==> src/rtl/mux3_rr_sel_arbiter.sv <==
// Round-robin arbiter driving the s1/s0 select lines of a 3-to-1 mux, with a minimum hold time per grant.
// Optional lock input enabled by defining RR_LOCK_EN.
module mux3_rr_sel_arbiter #(
  parameter int HOLD_CYCLES = 4,
  parameter int CNT_W       = 8
) (
  input  logic       clk,
  input  logic       rst,
  input  logic [2:0] req,
`ifdef RR_LOCK_EN
  input  logic       lock,
`endif
  output logic [2:0] gnt,
  output logic       s1,
  output logic       s0,
  output logic       valid
);

  typedef enum logic {
    ST_IDLE,
    ST_GRANT
  } state_t;

  localparam logic [CNT_W-1:0] RELOAD = CNT_W'(HOLD_CYCLES - 1);

  state_t           r_state;
  logic [1:0]       r_ptr;
  logic [CNT_W-1:0] r_cnt;
  logic [2:0]       r_gnt;
  logic [1:0]       r_sel;
  logic             r_valid;

  logic [1:0] w_rot1;
  logic [1:0] w_rot2;
  logic [1:0] w_win;
  logic       w_req_ptr;
  logic       w_expire;
  logic       w_lock_hold;
  logic       w_decide;

  function automatic logic req_at(input logic [2:0] r, input logic [1:0] idx);
    case (idx)
      2'd0:    req_at = r[0];
      2'd1:    req_at = r[1];
      2'd2:    req_at = r[2];
      default: req_at = 1'b0;
    endcase
  endfunction

  function automatic logic [2:0] onehot(input logic [1:0] idx);
    case (idx)
      2'd0:    onehot = 3'b001;
      2'd1:    onehot = 3'b010;
      2'd2:    onehot = 3'b100;
      default: onehot = 3'b000;
    endcase
  endfunction

  // Candidates in priority order: ptr+1, ptr+2, then ptr itself (mod 3).
  // NOTE: every signal written in always_comb is assigned a default first so no latch is inferred.
  always_comb begin
    w_rot1    = 2'd0;
    w_rot2    = 2'd1;
    w_req_ptr = 1'b0;
    case (r_ptr)
      2'd0: begin
        w_rot1    = 2'd1;
        w_rot2    = 2'd2;
        w_req_ptr = req[0];
      end
      2'd1: begin
        w_rot1    = 2'd2;
        w_rot2    = 2'd0;
        w_req_ptr = req[1];
      end
      default: begin
        w_rot1    = 2'd0;
        w_rot2    = 2'd1;
        w_req_ptr = req[2];
      end
    endcase
  end

  always_comb begin
    w_win = r_ptr;
    if (req_at(req, w_rot1)) begin
      w_win = w_rot1;
    end else if (req_at(req, w_rot2)) begin
      w_win = w_rot2;
    end
  end

  assign w_expire = (r_cnt == '0) || !w_req_ptr;

`ifdef RR_LOCK_EN
  // Lock only stretches a natural expiry; an early release still goes through.
  assign w_lock_hold = lock && w_req_ptr && (r_cnt == '0);
`else
  assign w_lock_hold = 1'b0;
`endif

  assign w_decide = (r_state == ST_IDLE) || (w_expire && !w_lock_hold);

  // NOTE: sequential state uses non-blocking assignments; reset is synchronous and overrides every state.
  always_ff @(posedge clk) begin
    if (rst) begin
      r_state <= ST_IDLE;
      r_gnt   <= 3'b000;
      r_sel   <= 2'b11;
      r_valid <= 1'b0;
      r_cnt   <= '0;
      r_ptr   <= 2'd2;
    end else if (w_decide) begin
      if (|req) begin
        r_state <= ST_GRANT;
        r_gnt   <= onehot(w_win);
        r_sel   <= w_win;
        r_valid <= 1'b1;
        r_ptr   <= w_win;
        r_cnt   <= RELOAD;
      end else begin
        r_state <= ST_IDLE;
        r_gnt   <= 3'b000;
        r_sel   <= 2'b11;
        r_valid <= 1'b0;
        r_cnt   <= '0;
      end
    end else if (r_cnt != '0) begin
      r_cnt <= r_cnt - CNT_W'(1);
    end
  end

  assign gnt   = r_gnt;
  assign s1    = r_sel[1];
  assign s0    = r_sel[0];
  assign valid = r_valid;

endmodule

==> config.mk <==
export PLATFORM = sky130hd
export DESIGN_NAME = mux3_rr_sel_arbiter
export DESIGN_NICKNAME = d
export VERILOG_FILES = /design/src/rtl/mux3_rr_sel_arbiter.sv
export SDC_FILE = /design/constraint.sdc
export NUM_CORES = 1
export LEC_CHECK = 0
export CAP_MARGIN = 30
export CORE_MARGIN = 3
export CORE_UTILIZATION = 30
export DETAILED_ROUTE_END_ITERATION = 12
export GPL_TIMING_DRIVEN = 0
export HOLD_SLACK_MARGIN = 0.08
export PLACE_DENSITY = 0.57
export SETUP_SLACK_MARGIN = 0.02
export SYNTH_ARGS = -nofsm -noshare
export SYNTH_HDL_FRONTEND = slang
export SYNTH_SLANG_ARGS = --single-unit
export TNS_END_PERCENT = 5
==> constraint.sdc <==
create_clock -name clk -period 2.25 [get_ports clk]
set_clock_uncertainty 0.15 [all_clocks]
set_input_delay 0.3375 -clock clk [delete_from_list [all_inputs] [get_ports clk]]
set_output_delay 0.3375 -clock clk [all_outputs]
set_load 0.05 [all_outputs]
==> reports/results.ini, run 1 <==
[outcome]
status=complete, no violations

[synthesis]
synth_nets=87
ys_ff_latch=16
async_reset_ff_frac=0
synth_top_cell_area_share=0.4149
ys_types=33
ys_top_cells_by_area=dfxtp_1 (41%), mux2i_1 (7.8%), xnor2_1 (4.5%)
syn_area_per_cell_um2=9.650
synth-edff-count=0
yosysSeqAreaShare=0.4149
yosysTopAreaCell=dfxtp_1
syn_area_um2=772.0
synth_cells=80
ys.warnings.count=0
ys.flop_type=dfxtp_1

[worst_setup_path]
worstPathCellList=or4_4, or4b_4, a21oi_4, mux2_1
critPathLaunch=r_cnt[2]
rrSetupSlack_ps=60
worstPathArrival_ps=2220
startpoint_type=register
rr_worst_depth=4
end_kind=register
cp_max_fo=5
r2r_end=r_ptr[0]
slowest_stage=or4_4
r2r-start=r_cnt[2]
criticalPathCategory=reg2reg
max_stage_delay_ps=550
worstPathRequired_ps=2270

[global_routing]
grt_pass1_wl_um=2484
track_usage=0.09967
grt_pass1_vias=575
antenna_found_initial=0
grt_max_degree=11
grt_overflow=0

[placed_design]
place_inst=118
portBuffers=10
placed_area_um2=907.1
dp_slack_ps=-31.63
hpwlAfterDp_um=1063
routabilityCongestion=0.7051

[clocking]
cts.sinks=16
cts_root_buf=clkbuf_4
post_cts_buffers=0
insertion_delay_ps=280
tritoncts=built
clk_pin_slew_ps=100
cts_hold_buf=0
clock_path_buffers=2
htree_levels=1
cts_made_buffers=3

[sta]
final.period_utilization=0.9754
max_freq_mhz=455.7
whs_ps=329.6
setup_viol_count_final=0
slew_violations=0
hold_viol=0
setup_slack_ps=55.41
rsz0062_at_grt=true
worst_pin_slew_ps=633.1
min_period_ps=2195
slew_headroom=0.5766

[die]
start_util=0.3330
rows=17
die_w_um=56.73
die_area_um2=3218
num_io_pins=11
die_y_um=56.73
fp.coreArea_um2=2318

[final_layout]
area_growth_pct=23.34
finalNetCount=102
layout-drive-gt1-share=0.1489
antenna_cells=0
design_area_um2=952.2
final_cells=122
fill_cells=239

[routing]
postRouteAntennaNets=0
route.detailed.drc=0
vias=593
vias_per_cell=4.861
dr.pass1.iters=3
wire_per_inst_um=11.84
drt_iter0_drc=3
drt_wl_total_um=1444

[hold_path]
holdPathStages=2
hp-start=gnt[0]
holdPathEnd=gnt[0]
holdCritPathClass=reg2reg

[pwr]
p_per_area_nw_per_um2=756.3
cellLeakagePower_nw=0.3824
ir_drop_uv=387.1

[flow_run]
cap_violations=0

Yosys cell counts, types with 2 or more instances:
master,n
a211oi_1,2
and2_1,2
dfxtp_1,16
ha_1,2
inv_1,5
mux2i_1,6
nand2b_1,4
nor2_1,8
nor2b_1,3
nor3_1,6
xnor2_1,4
critical path: cells and delay by family, from the launching register on:
family	cells	cell delay, ps
mux	1	320
simple gates	2	1090
flops	1	350
compound gates	1	180
per-stage QoR:
stage / setup TNS [ps] / util / power, mW
2_1_floorplan: 0 / - / 0.4805
3_3_place_gp: -4.401 / 0.3913 / 0.5347
3_5_place_dp: -37.81 / 0.3913 / 0.5366
4_1_cts: 0 / 0.4101 / 0.7310
5_1_grt: 0 / 0.4107 / 0.7639
6_report: 0 / 0.4107 / 0.7201
cells by family (layout without fill, tap and decap cells):
family | count (synthesis) | after routing | synth area share
compound gates | 9 | 9 | 0.09240
xor+xnor | 5 | 5 | 0.05672
fa+ha+maj | 2 | 2 | 0.03241
buf+inv | 7 | 21 | 0.04376
flops | 16 | 16 | 0.4149
mux | 7 | 7 | 0.09238
simple gates | 34 | 34 | 0.2674
how the worst max path moves through the flow:
| stage | to | slack, ps | cells past startpoint |
|---|---|---|---|
| 2_1_floorplan | r_ptr[0] | 90 | 4 |
| 3_3_place_gp | r_cnt[0] | -4 | 6 |
| 3_5_place_dp | r_cnt[0] | -30 | 6 |
| 4_1_cts | r_ptr[0] | 30 | 4 |
| 5_1_grt | r_sel[1] | 10 | 5 |
| 6_report | r_ptr[0] | 60 | 4 |
report_power, final:
part,total [mW],internal (mW),switching [mW]
Sequential,0.327,0.308,0.0191
Combinational,0.205,0.0911,0.114
Clock,0.188,0.0984,0.0893
Total,0.720,0.498,0.222
cell usage in the layout, fill, tap and decap left out, types with 2 or more instances in the layout:
master	netlist	layout
nor2b_1	3	3
dfxtp_1	16	15
clkbuf_4	0	3
a211oi_1	2	2
clkdlybuf4s50_1	0	10
inv_1	5	5
mux2i_1	6	6
and2_1	2	2
xnor2_1	4	4
nor3_1	6	6
nand2b_1	4	4
nor2_1	8	8
ha_1	2	2
registers in the layout, summed over array words and instances, names as in the netlist:
register  cells
r_cnt         8
gnt           3
r_ptr         2
r_sel         2
valid         1
timing repair:
item                                    4_1_cts  5_1_grt
endpoints found under the setup margin        1        3
pin swaps                                     1        0
gates resized for setup                       1        1
area by class of cell:
class                      count  area, um2  share of cell area
multi-input combinational     57      425.4              0.4468
sequential                    16      321.6              0.3377
timing repair buffer          10      100.1              0.1051
clock buffer                   4      36.28             0.03811
tap                           28      35.03             0.03679
inverter                       5      18.77             0.01971
buffer                         2      15.01             0.01577
metal layers:
| metal | vias to the layer above | GRT usage | wire, um |
|---|---|---|---|
| li1 | 310 | - | - |
| met1 | 271 | 0.1228 | 714 |
| met2 | 10 | 0.1518 | 657 |
| met3 | 2 | 0.04828 | 65 |
| met4 | 0 | 0.03051 | 7 |
| met5 | - | 0 | 0 |
Note: power is estimated with default switching activity, not from simulation.
==> run 2, diff against run 1 <==
--- a/config.mk
+++ b/config.mk
@@ -9,4 +9,5 @@
 export CORE_MARGIN = 3
 export CORE_UTILIZATION = 30
+export CTS_CLUSTER_SIZE = 8
 export DETAILED_ROUTE_END_ITERATION = 12
 export GPL_TIMING_DRIVEN = 0
--- a/constraint.sdc
+++ b/constraint.sdc
@@ -3,3 +3,3 @@
 set_input_delay 0.3375 -clock clk [delete_from_list [all_inputs] [get_ports clk]]
 set_output_delay 0.3375 -clock clk [all_outputs]
-set_load 0.05 [all_outputs]
+set_load 0.005 [all_outputs]
==> results of run 2 <==
The final DEF is identical to that of run 1. Status: complete, no violations.
Among the figures that moved: total power 0.7201 mW -> 0.6786 mW; worst IR drop on VDD 387.1 uV -> 384.4 uV
